[config.mk]
export PLATFORM = sky130hd
export DESIGN_NAME = spi_ctrl_responder
export DESIGN_NICKNAME = d
export VERILOG_FILES = /design/src/rtl/spi_ctrl_responder.sv
export SDC_FILE = /design/constraint.sdc
export NUM_CORES = 1
export LEC_CHECK = 0
export CAP_MARGIN = 5
export CORE_MARGIN = 10
export CORE_UTILIZATION = 42
export CTS_CLUSTER_DIAMETER = 100
export DETAILED_ROUTE_END_ITERATION = 12
export PLACE_DENSITY_LB_ADDON = 0.12
export SLEW_MARGIN = 20
export SYNTH_ARGS = -nofsm -noshare
export SYNTH_HDL_FRONTEND = slang
export SYNTH_SLANG_ARGS = --single-unit
[constraint.sdc]
create_clock -name clk -period 3 [get_ports clk]
set_input_delay 0.6 -clock clk [delete_from_list [all_inputs] [get_ports clk]]
set_output_delay 0.6 -clock clk [all_outputs]
set_load 0.01 [all_outputs]
[src/rtl/spi_ctrl_responder.sv]
// spi_ctrl_responder: write-only 3-wire SPI target for 16-bit codec control
// words (7-bit address, 9-bit data, MSB first). Accepted words are written
// into a small register file and announced with a one-cycle strobe.
//
// Ports:
//   clk, resetn           system clock (>= 4x SCLK), async active-low reset
//   spi_sck, spi_mosi, cs asynchronous SPI pins (oversampled)
//   wr_valid              one-cycle strobe per accepted frame
//   wr_addr, wr_data      fields of the last accepted frame (held)
//   addr_oor              pulse with wr_valid when wr_addr >= NREGS
//   frame_err             pulse when cs rises with a bit count != WORDSIZE
//   rd_addr, rd_data      registered readback, 1-cycle latency
//   frame_count           accepted-frame counter, wraps
//
// state     | meaning
// ----------+-----------------------------------------------------------
// WAIT_IDLE | after reset, wait for cs high so a partial frame is ignored
// IDLE      | bus idle, wait for cs falling edge
// SHIFT     | shifting bits on sck rising edges until cs rises
// LATCH     | one cycle: publish the frame and update the register file
module spi_ctrl_responder #(
  parameter int WORDSIZE   = 16,
  parameter int ADDRBITS   = 7,
  parameter int DATABITS   = 9,
  parameter int NREGS      = 16,
  parameter int RESET_ADDR = 15
) (
  input  logic                     clk,
  input  logic                     resetn,
  input  logic                     spi_sck,
  input  logic                     spi_mosi,
  input  logic                     cs,
  output logic                     wr_valid,
  output logic [ADDRBITS-1:0]      wr_addr,
  output logic [DATABITS-1:0]      wr_data,
  output logic                     addr_oor,
  output logic                     frame_err,
  input  logic [$clog2(NREGS)-1:0] rd_addr,
  output logic [DATABITS-1:0]      rd_data,
  output logic [15:0]              frame_count
);

  localparam int                  RAW        = $clog2(NREGS);
  localparam logic [ADDRBITS-1:0] NREGS_A    = ADDRBITS'(NREGS);
  localparam logic [ADDRBITS-1:0] RESET_A    = ADDRBITS'(RESET_ADDR);
  localparam logic [4:0]          WS_C       = 5'(WORDSIZE);

  typedef enum logic [1:0] {WAIT_IDLE, IDLE, SHIFT, LATCH} state_t;

  state_t                state_q, state_d;
  logic [2:0]            sck_sync_q, sck_sync_d;
  logic [1:0]            mosi_sync_q, mosi_sync_d;
  logic [2:0]            cs_sync_q, cs_sync_d;
  logic [WORDSIZE-1:0]   shreg_q, shreg_d;
  logic [4:0]            cnt_q, cnt_d;
  logic                  wr_valid_q, wr_valid_d;
  logic [ADDRBITS-1:0]   wr_addr_q, wr_addr_d;
  logic [DATABITS-1:0]   wr_data_q, wr_data_d;
  logic                  addr_oor_q, addr_oor_d;
  logic                  frame_err_q, frame_err_d;
  logic [DATABITS-1:0]   rd_data_q, rd_data_d;
  logic [15:0]           frame_count_q, frame_count_d;
  logic [DATABITS-1:0]   regs_q [NREGS];
  logic [DATABITS-1:0]   regs_d [NREGS];

  logic                  sck_rise, cs_rise, cs_fall;
  logic [ADDRBITS-1:0]   lat_addr;
  logic [DATABITS-1:0]   lat_data;

  always_comb begin
    sck_sync_d    = {sck_sync_q[1:0], spi_sck};
    mosi_sync_d   = {mosi_sync_q[0], spi_mosi};
    cs_sync_d     = {cs_sync_q[1:0], cs};
    sck_rise      = sck_sync_q[1] & ~sck_sync_q[2];
    cs_rise       = cs_sync_q[1] & ~cs_sync_q[2];
    cs_fall       = ~cs_sync_q[1] & cs_sync_q[2];
    lat_addr      = shreg_q[WORDSIZE-1:DATABITS];
    lat_data      = shreg_q[DATABITS-1:0];

    state_d       = state_q;
    shreg_d       = shreg_q;
    cnt_d         = cnt_q;
    wr_valid_d    = 1'b0;
    addr_oor_d    = 1'b0;
    frame_err_d   = 1'b0;
    wr_addr_d     = wr_addr_q;
    wr_data_d     = wr_data_q;
    frame_count_d = frame_count_q;
    regs_d        = regs_q;
    // Read uses the pre-write contents: a same-cycle write shows up next cycle.
    rd_data_d     = regs_q[rd_addr];

    case (state_q)
      WAIT_IDLE: if (cs_sync_q[1]) state_d = IDLE;
      IDLE: begin
        if (cs_fall) begin
          shreg_d = '0;
          cnt_d   = '0;
          state_d = SHIFT;
        end
      end
      SHIFT: begin
        // Shift first so an sck rise coinciding with cs rise is counted.
        if (sck_rise) begin
          shreg_d = {shreg_q[WORDSIZE-2:0], mosi_sync_q[1]};
          if (cnt_q != 5'd31) cnt_d = cnt_q + 5'd1;
        end
        if (cs_rise) begin
          if (cnt_d == WS_C) begin
            state_d = LATCH;
          end else begin
            frame_err_d = 1'b1;
            state_d     = IDLE;
          end
        end
      end
      LATCH: begin
        wr_valid_d    = 1'b1;
        wr_addr_d     = lat_addr;
        wr_data_d     = lat_data;
        frame_count_d = frame_count_q + 16'd1;
        if (lat_addr == RESET_A) begin
          for (int i = 0; i < NREGS; i++) regs_d[i] = '0;
        end else if (lat_addr < NREGS_A) begin
          regs_d[lat_addr[RAW-1:0]] = lat_data;
        end else begin
          addr_oor_d = 1'b1;
        end
        state_d = IDLE;
      end
      default: state_d = WAIT_IDLE;
    endcase
  end

  always_ff @(posedge clk or negedge resetn) begin
    if (!resetn) begin
      state_q       <= WAIT_IDLE;
      sck_sync_q    <= '0;
      mosi_sync_q   <= '0;
      cs_sync_q     <= '0;
      shreg_q       <= '0;
      cnt_q         <= '0;
      wr_valid_q    <= 1'b0;
      wr_addr_q     <= '0;
      wr_data_q     <= '0;
      addr_oor_q    <= 1'b0;
      frame_err_q   <= 1'b0;
      rd_data_q     <= '0;
      frame_count_q <= '0;
      regs_q        <= '{default: '0};
    end else begin
      state_q       <= state_d;
      sck_sync_q    <= sck_sync_d;
      mosi_sync_q   <= mosi_sync_d;
      cs_sync_q     <= cs_sync_d;
      shreg_q       <= shreg_d;
      cnt_q         <= cnt_d;
      wr_valid_q    <= wr_valid_d;
      wr_addr_q     <= wr_addr_d;
      wr_data_q     <= wr_data_d;
      addr_oor_q    <= addr_oor_d;
      frame_err_q   <= frame_err_d;
      rd_data_q     <= rd_data_d;
      frame_count_q <= frame_count_d;
      regs_q        <= regs_d;
    end
  end

  assign wr_valid    = wr_valid_q;
  assign wr_addr     = wr_addr_q;
  assign wr_data     = wr_data_q;
  assign addr_oor    = addr_oor_q;
  assign frame_err   = frame_err_q;
  assign rd_data     = rd_data_q;
  assign frame_count = frame_count_q;

endmodule

==> results.ini <==
[run_status]
run_status = completed

[hold_path]
timing.hold.worst.class = in2async

[pwr]
power.density_cell_area_nw_per_um2 = 600.1
power.ir.vdd_worst_uv = 454.3
leakagePower_nw = 5.182

[floorplan]
die_y_um = 172.3
placeableCoreArea_um2 = 22710
die_w_um = 172.3
design.die.area_um2 = 29670
core.rowCount = 55
floorplan.initialDensity_pct = 42.88
io_pins = 53

[setup_path]
regToRegSetupSlack_ns = 0.63
critical_path.most_common_cell = sky130_fd_sc_hd__nand2_1
critPathTopFamily = simple AND/OR/NAND/NOR gates
cp_data_arrival_time_ns = 2.73
largest_incremental_delay_on_the_critical_path_ns = 0.73
crit_path_start_kind = flip-flop
critPathRequiredTime_ns = 3.36
worstPathCellList = and4_1 -> nand2_1 -> nand2_1 -> o21ai_0
path_buf_inv = 0
worst_path_max_delay_cell = sky130_fd_sc_hd__dfrtp_1
timing.setup.critical_path_class = reg2reg
crit_fanout = 19
crit_path_end_kind = flip-flop

[sta]
setup-tns-final_ns = 0
clock_skew_ns = 0.01564
rsz_0062_raised_after_global_routing = false
layout_worst_path_cycle_share_pct = 78.92
min_clock_period_post_route_ns = 2.368
setup_viol = 0
max_freq_ghz = 0.4224
final_hold_viol_count = 0
relSlewSlack_pct = 49.99
worst_pin_slew_ns = 0.7451
timing_max_transition_violations_final = 0

[synthesis]
post_synth_edffs = 0
synth.avg_cell_area_um2 = 11.61
netlist_instances = 839
yosys_warnings = 0
synth_fp_nets = 855
synth_area_leader_cell = sky130_fd_sc_hd__dfrtp_1
ys_ff_latch = 219
synth.most_common_cell = sky130_fd_sc_hd__dfrtp_1
largest_cells_by_area_after_synthesis = sky130_fd_sc_hd__dfrtp_1 56%, sky130_fd_sc_hd__mux4_1 8.6%, sky130_fd_sc_hd__nand2_1 7.4%, sky130_fd_sc_hd__o21ai_0 6.3%, sky130_fd_sc_hd__mux4_2 3.0%
syn_area_um2 = 9737
dominantRegCellSynth = sky130_fd_sc_hd__dfrtp_1
synth_cell_types = 46
synth.cells.most_frequent = 219 x sky130_fd_sc_hd__dfrtp_1, 192 x sky130_fd_sc_hd__nand2_1, 122 x sky130_fd_sc_hd__o21ai_0, 32 x sky130_fd_sc_hd__mux4_1, 28 x sky130_fd_sc_hd__nand3_1
ys_seq_area_share_pct = 56.28
synth-async-reset-ratio_pct = 100.0
synth_top_area_share_pct = 56.28

[global_routing]
largest_net_degree_at_the_start_of_global_routing = 90
gr-usage-met3_pct = 3.716
grt.total_usage_pct = 18.11
first_pass_grt_wire_length_um = 41350
first_global_vias = 6969
grt.busiest_layer = met2
met1_usage_pct = 23.48
grt-ovfl-total = 0
antenna_found_initial = 0
global_route.usage.met2_pct = 29.77

[routing]
antenna_violating_nets_left = 0
detailed_route_vias_per_instance = 5.734
first_pass_iters = 5
num_vias = 6801
route.detailed.drc = 0
dr_iter_0_viols = 630
wire_per_inst_um = 22.20
drt_wl_total_um = 26320

[clock_tree]
cts_sinks = 219
cts_max_path_buffers = 3
cts.clk_slew.worst_paths_ns = 0.06
clock_latency_ns = 0.52
htreeDepth = 1
postCtsSetupRepairBufs = 0
clk_root_buffer_cell = sky130_fd_sc_hd__clkbuf_16
count_of_hold_buffers_inserted_by_post_cts_repair = 0
post_cts_resized = 0
cts_tree = yes
cts-buffers-inserted = 25

[placement]
io_buffer_count = 52
gp_congestion = 0.8302
hpwl_um = 17150

[cells_and_area]
fin_nets = 900
antenna-diode-count = 0
synthToLayoutAreaGrowth_pct = 16.37
finalCoreUtilization_pct = 49.90
post_route_cells_drive_above_1_share_pct = 11.43

[job]
maxCapViolations = 0

cells in the final DEF (no fill, tap or decap), types with 3 or more instances in the layout:
master                            count
sky130_fd_sc_hd__a22o_1              16
sky130_fd_sc_hd__a32oi_1              9
sky130_fd_sc_hd__and2_1              12
sky130_fd_sc_hd__and3_1               9
sky130_fd_sc_hd__buf_4               20
sky130_fd_sc_hd__clkbuf_1             5
sky130_fd_sc_hd__clkbuf_16           25
sky130_fd_sc_hd__clkbuf_8             5
sky130_fd_sc_hd__clkdlybuf4s50_1     50
sky130_fd_sc_hd__clkinv_2             5
sky130_fd_sc_hd__dfrtp_1            219
sky130_fd_sc_hd__ha_1                 7
sky130_fd_sc_hd__inv_1                4
sky130_fd_sc_hd__mux2_2              19
sky130_fd_sc_hd__mux4_1              32
sky130_fd_sc_hd__mux4_2              13
sky130_fd_sc_hd__nand2_1            192
sky130_fd_sc_hd__nand2b_1            24
sky130_fd_sc_hd__nand3_1             28
sky130_fd_sc_hd__nand3_2              3
sky130_fd_sc_hd__nand4_1              6
sky130_fd_sc_hd__nor2_1               9
sky130_fd_sc_hd__nor2b_1              7
sky130_fd_sc_hd__nor3_1               6
sky130_fd_sc_hd__o211a_1              3
sky130_fd_sc_hd__o21ai_0            122
sky130_fd_sc_hd__o21ai_1              4
sky130_fd_sc_hd__xnor2_1             15
layer usage:
| layer | wire length (um) | vias up |
|---|---|---|
| met3 | 1646 | 52 |
| met1 | 11300 | 3402 |
| li1 | - | 3071 |
| met2 | 12600 | 276 |
| met5 | 0 | - |
| met4 | 783 | 0 |
sequential cells by signal, summed over array words and instances (netlist names):
register,flops
sck_sync_q,3
state_q,2
cnt_q,5
addr_oor,1
wr_addr,7
wr_data,9
rd_data,9
cs_sync_q,3
wr_valid,1
frame_err,1
regs_q,144
shreg_q,16
frame_count,16
mosi_sync_q,2
power by group:
part           switching [mW]  internal (mW)  total [mW]  leakage (nW)
Combinational           0.382          0.273       0.655          1.75
Clock                    1.20           1.82        3.02         0.402
Sequential             0.0948           3.03        3.13          3.03
Total                    1.67           5.13        6.80          5.18
cell type report:
cell class	instances	area [um^2]
Timing Repair Buffer	74	710.7
Multi-Input combinational cell	560	3954
Fill cell	2036	11380
Clock buffer	35	713.2
Inverter	4	15.01
Sequential cell	219	5480
Clock inverter	9	101.3
Tap cell	285	356.6
cells by family (layout without fill, tap and decap cells):
| logic type | Yosys count | count (layout) | synth area share (%) |
|---|---|---|---|
| muxes | 65 | 65 | 13.94 |
| AOI/OAI and AO/OA | 165 | 165 | 9.856 |
| adders and majority gates | 7 | 7 | 0.8995 |
| buffers and inverters | 60 | 122 | 3.110 |
| xor gates and xnor gates | 17 | 17 | 1.529 |
| DFF | 219 | 219 | 56.28 |
| and+or+nand+nor | 306 | 306 | 14.38 |
through the flow:
stage	power (mW)	std cells	instance area, um^2	hold WS (ns)	setup slack (ns)
2_1_floorplan	3.559	839	9737	0.3044	0.9163
3_3_place_gp	3.824	1142	10520	0.3354	0.5767
3_5_place_dp	3.840	1142	10520	0.3355	0.5055
4_1_cts	6.885	1186	11330	0.1252	0.6859
5_1_grt	7.081	1186	11330	0.1399	0.5115
6_report	6.800	1186	11330	0.09578	0.6324
final timing paths:
check                                         start                        to  cells after the start
hold / removal                               resetn   regs_q[121]$_DFFE_PN0P_                      1
min in group clk           mosi_sync_q[0]$_DFF_PN0_  mosi_sync_q[1]$_DFF_PN0_                      0
hold reg to reg            mosi_sync_q[0]$_DFF_PN0_  mosi_sync_q[1]$_DFF_PN0_                      0
max in group asynchronous                    resetn   sck_sync_q[1]$_DFF_PN0_                      2
setup / recovery            shreg_q[10]$_DFFE_PN0P_   regs_q[126]$_DFFE_PN0P_                      4
setup reg to reg            shreg_q[10]$_DFFE_PN0P_   regs_q[126]$_DFFE_PN0P_                      4
Power figures use the tool's default switching activity.
